File: src/rtl/demux_pkg.sv
// Shared types and sizes for the 1-to-8 demultiplexer.
// Lane count is fixed at eight, so the select is always three bits wide.
package demux_pkg;

    localparam int N_OUT = 8;
    localparam int SEL_W = 3;

    typedef logic [SEL_W-1:0] sel_t;

endpackage

File: src/rtl/demux_sel_decoder.sv
// 3-to-8 one-hot decoder; purely combinational, zero latency.
// No flow control: the output follows sel directly.
module demux_sel_decoder
    import demux_pkg::*;
(
    input  sel_t             sel,
    output logic [N_OUT-1:0] onehot
);

    always_comb begin
        onehot      = '0;
        onehot[sel] = 1'b1;
    end

endmodule

File: src/rtl/demux_1x8.sv
// Registered 1-to-8 demux: data_in lands on lane[sel] and every other lane is zero. Latency is 1 cycle.
// No backpressure: the block is always live and re-registers its output on every edge.
module demux_1x8
    import demux_pkg::*;
#(
    parameter int DATA_W = 1
) (
    input  logic                    clk,
    input  logic                    rst_n,
    input  logic [DATA_W-1:0]       data_in,
    input  sel_t                    sel,
    output logic [N_OUT*DATA_W-1:0] data_out
);

    logic [N_OUT-1:0]             w_onehot;
    logic [N_OUT-1:0][DATA_W-1:0] w_next;
    logic [N_OUT-1:0][DATA_W-1:0] r_lanes;

    demux_sel_decoder u_dec (
        .sel    (sel),
        .onehot (w_onehot)
    );

    always_comb begin
        w_next = '0;
        for (int k = 0; k < N_OUT; k++) begin
            w_next[k] = w_onehot[k] ? data_in : '0;
        end
    end

    // The old lane clears and the new lane loads on the same edge, so two lanes are never set at once.
    always_ff @(posedge clk) begin
        if (!rst_n) begin
            r_lanes <= '0;
        end else begin
            r_lanes <= w_next;
        end
    end

    // In the packed array, lane k occupies bits [k*DATA_W +: DATA_W].
    assign data_out = r_lanes;

endmodule

File: config.mk
export PLATFORM = sky130hd
export DESIGN_NAME = demux_1x8
export DESIGN_NICKNAME = d
export VERILOG_FILES = /design/src/rtl/demux_pkg.sv /design/src/rtl/demux_sel_decoder.sv /design/src/rtl/demux_1x8.sv
export SDC_FILE = /design/constraint.sdc
export NUM_CORES = 1
export LEC_CHECK = 0
export BUFFER_PORTS_ARGS = -buffer_cell sky130_fd_sc_hd__buf_4
export CAP_MARGIN = 0
export CORE_AREA = 8 8 45 47
export CTS_BUF_LIST = sky130_fd_sc_hd__clkbuf_2
export DETAILED_ROUTE_END_ITERATION = 8
export DIE_AREA = 0 0 53 55
export SLEW_MARGIN = 20
export SYNTH_ARGS = -nofsm -noshare
export SYNTH_HDL_FRONTEND = slang
export SYNTH_SLANG_ARGS = --single-unit
export TNS_END_PERCENT = 20
File: constraint.sdc
create_clock -name clk -period 1.5 [get_ports clk]
set_input_delay 0.15 -clock clk [delete_from_list [all_inputs] [get_ports clk]]
set_output_delay 0.15 -clock clk [all_outputs]
set_load 0.1 [all_outputs]
Word level (Yosys, flattened, before mapping) --
Cells that the tools add are included. W data, S select, Z words.
Cells by class: add/subtract/negate cells 0, multipliers 0, div/mod/pow operators 0, magnitude comparators 2, equality and inequality tests 0, shift operators 0, muxes and demuxes 2, bitwise gates (word level) 0, reductions and logical operators 9
Operators with widths (number):
- $reduce_and A2 Y1 | 8
- $lt A3 B4 Y1 const B | 1
- $demux W1 S3 | 1
- $ge A3 B1 Y1 const B | 1
- $logic_and A1 B1 Y1 | 1
- $mux W1 | 1
Storage, ports and cells: register bits 8, bits in latches 0, RAM bits 0, memory bits (read-only) 0, input bits 6, output and inout bits 8, logic and storage cells 21, memories 0

Logic depth before layout (Yosys ltp) --
depth in word-level cells 5, mapped depth 2, mapped depth without buffers 2

Modules after synthesis --
Synthesis repeated with hierarchy kept, for this count alone.
Second synthesis, totals: cells, all modules 24, area total of the unflattened synthesis 275.3 µm²
Modules (own cells, without submodules):
- demux_1x8 | instances 1, cells an instance 16, area an instance 210.2 µm², sequential area each 160.2 µm²
- demux_sel_decoder | instances 1, cells an instance 8, area an instance 65.1 µm², sequential area each 0.0 µm²

Least setup slack after synthesis --
No wires, ideal clock.
path kind register -> output, start register r_lanes (netlist bit data_out[0]), end output port data_out[0], data arrival time 0.909 ns, data required time 1.350 ns, slack 0.441 ns, stages on the path, launching flop included 1, buffers on the path 0, cell sequence dfxtp_1
RTL lines:
- start, declared | line demux_1x8.sv:17 | logic [N_OUT-1:0][DATA_W-1:0] r_lanes;
- start signal, assigned | line demux_1x8.sv:36 | r_lanes <= w_next;
- end, declared | line demux_1x8.sv:12 | output logic [N_OUT*DATA_W-1:0] data_out
No word-level cell between the ends.

Worst setup path in the final report --
start register r_lanes (netlist bit data_out[3]), end output port data_out[3]
No word-level cell between the ends.

==> impl_metrics.json <==
{
  "final_area_um2": 360,
  "rsz0062_at_grt": "no",
  "fmax_mhz": 1020,
  "final_util_pct": 26.0,
  "io_buffers": 13,
  "totalWireLength_um": 487,
  "ant_nets": 0,
  "multi_input_area_um2": 67.6,
  "maxCapViolCount": 0,
  "finalSetupViolCount": 0,
  "layout.nets": 46,
  "drc": 0,
  "ys_types": 8,
  "vias": 202,
  "layout-drive-gt1-share_pct": 42.1,
  "crit_slowest_cell": "dfxtp_1",
  "crit_fanout": 1,
  "ys_ff_latch": 8,
  "grt_use_met3_pct": 1.34,
  "row_count": 14,
  "clk_path_buf_depth": 2,
  "min_to": "data_out[4]",
  "core_um2": 1380,
  "hold_violations": 0,
  "hold_class": "in2reg",
  "tritoncts": "built",
  "drt-initial-drc-count": 4,
  "root_buffer": "clkbuf_2",
  "clkTransAtPathRegs_ns": 0.07,
  "synth_fa_ha_area_share_pct": 0,
  "worst_pin_slew_ns": 0.281,
  "io_pins": 14,
  "grt_pass1_wl_um": 690,
  "required_ns": 1.35,
  "synth_top_family_by_area": "simple AND/OR/NAND/NOR gates",
  "syn2layout_area_growth_pct": 58.2,
  "worstHoldStart": "sel[1]",
  "die-width_um": 53,
  "dr.pass1.iters": 3,
  "cp-end-kind": "primary output",
  "ctsResizeCount": 0,
  "maxSlewHeadroom_pct": 81.4,
  "dieArea_um2": 2920,
  "grt_antenna_before_repair": 0,
  "place.gp.congestion": 0.604,
  "layout_min_cycle_time_ns": 0.985,
  "critPathArrivalTime_ns": 0.83,
  "wl_per_cell_um": 9.02,
  "routed_via_density": 3.74,
  "placedInstanceArea_um2": 345,
  "initial_core_util_pct": 16.5,
  "synth_xor_area_share_pct": 0,
  "syn_area_per_cell_um2": 10.4,
  "synth_nets": 28,
  "chipHeight_um": 55,
  "synthSimpleGateAreaFrac_pct": 29.7,
  "overflow": 0,
  "cpPeakStageDelay_ns": 0.32,
  "holdBufCountCts": 0,
  "grt_pass1_vias": 176,
  "h-tree-depth": 1,
  "start_kind": "flop",
  "startpoint": "data_out[3]",
  "critPathBufInv": 1,
  "cts_setup_buffers": 0,
  "crit_family": "flip-flops",
  "fin_crit_sh_pct": 65.7,
  "grtUsageMet1_pct": 3.98,
  "crit_chain": "buf_4",
  "track_usage_pct": 3.84,
  "drv_slew": 0,
  "n_antenna_cell": 0,
  "netlist_area_um2": 228,
  "yosys_warnings": 0,
  "synth-compound-area-share_pct": 0,
  "outcome": "finished, final reports clean",
  "met2_usage_pct": 3.52,
  "netlist_instances": 22,
  "crit_type": "reg2out",
  "leakage_nw": 0.165,
  "cts_sinks": 8,
  "largest_reg_flops": 8,
  "yosysSeqAreaShare_pct": 70.3,
  "p_per_area_nw_per_um2": 1090,
  "synth_mux_area_share_pct": 0,
  "seq_area_um2": 160,
  "cts-buffers-inserted": 3,
  "tns_ns": 0,
  "grt-busiest-layer": "met4",
  "ir_drop_mv": 0.323,
  "grt_max_degree": 6,
  "fill_cells": 162,
  "min_path_cells": 2
}
## cell usage after synthesis, drive strengths merged
master / count / area share (%)
dfxtp: 8 / 70
nand2: 2 / 3.3
nand2b: 1 / 2.7
nand3: 1 / 2.2
nand3b: 1 / 3.3
nor2: 6 / 9.9
nor3: 2 / 4.4
or3b: 1 / 3.8
## where the power goes
group | leakage (nW) | switching (mW) | total (mW) | internal (mW)
logic | 0.0882 | 0.0377 | 0.0545 | 0.0167
registers | 0.0648 | 0.000848 | 0.217 | 0.216
clock network | 0.0125 | 0.0681 | 0.123 | 0.0544
total | 0.165 | 0.107 | 0.394 | 0.287
## cells by family (layout without fill, tap and decap cells)
family	count (synthesis)	in the layout
buffers and inverters	0	16
flip-flops	8	8
AND/OR/NAND/NOR	14	14
## metal layers
metal,up-vias,routed length (um)
met2,14,179
met1,80,207
li1,103,-
met5,-,0
met4,0,48
met3,5,52
## layout make-up
class	count	share of cell area (%)
multi-input combinational	14	18.7
clock buffer	3	4.17
sequential	8	44.4
tap	16	5.56
timing repair buffer	13	27.1
## layout by cell type, fill, tap and decap left out
master and instances:
buf_4 13, nand2_1 2, nand2b_1 1, nor2_1 6, dfxtp_1 8, nand3b_1 1, nor3_1 2, or3b_1 1
clkbuf_2 3, nand3_1 1
## how the worst max path moves through the flow
| stage | endpoint | cells past startpoint |
|---|---|---|
| finish | data_out[3] | 1 |
| global route | data_out[1] | 1 |
| CTS | data_out[1] | 1 |
| detailed placement | data_out[0] | 3 |
| global placement | data_out[1] | 3 |
| floorplan | data_out[0] | 0 |
## through the flow
step	std cells	power, mW	setup slack, ns	hold WS, ns
2_1_floorplan	22	0.256	0.441	0.228
3_3_place_gp	51	0.276	0.697	0.356
3_5_place_dp	51	0.277	0.694	0.360
4_1_cts	54	0.399	0.503	0.105
5_1_grt	54	0.409	0.481	0.104
6_report	54	0.394	0.515	0.112
Power figures use the tool's default switching activity.
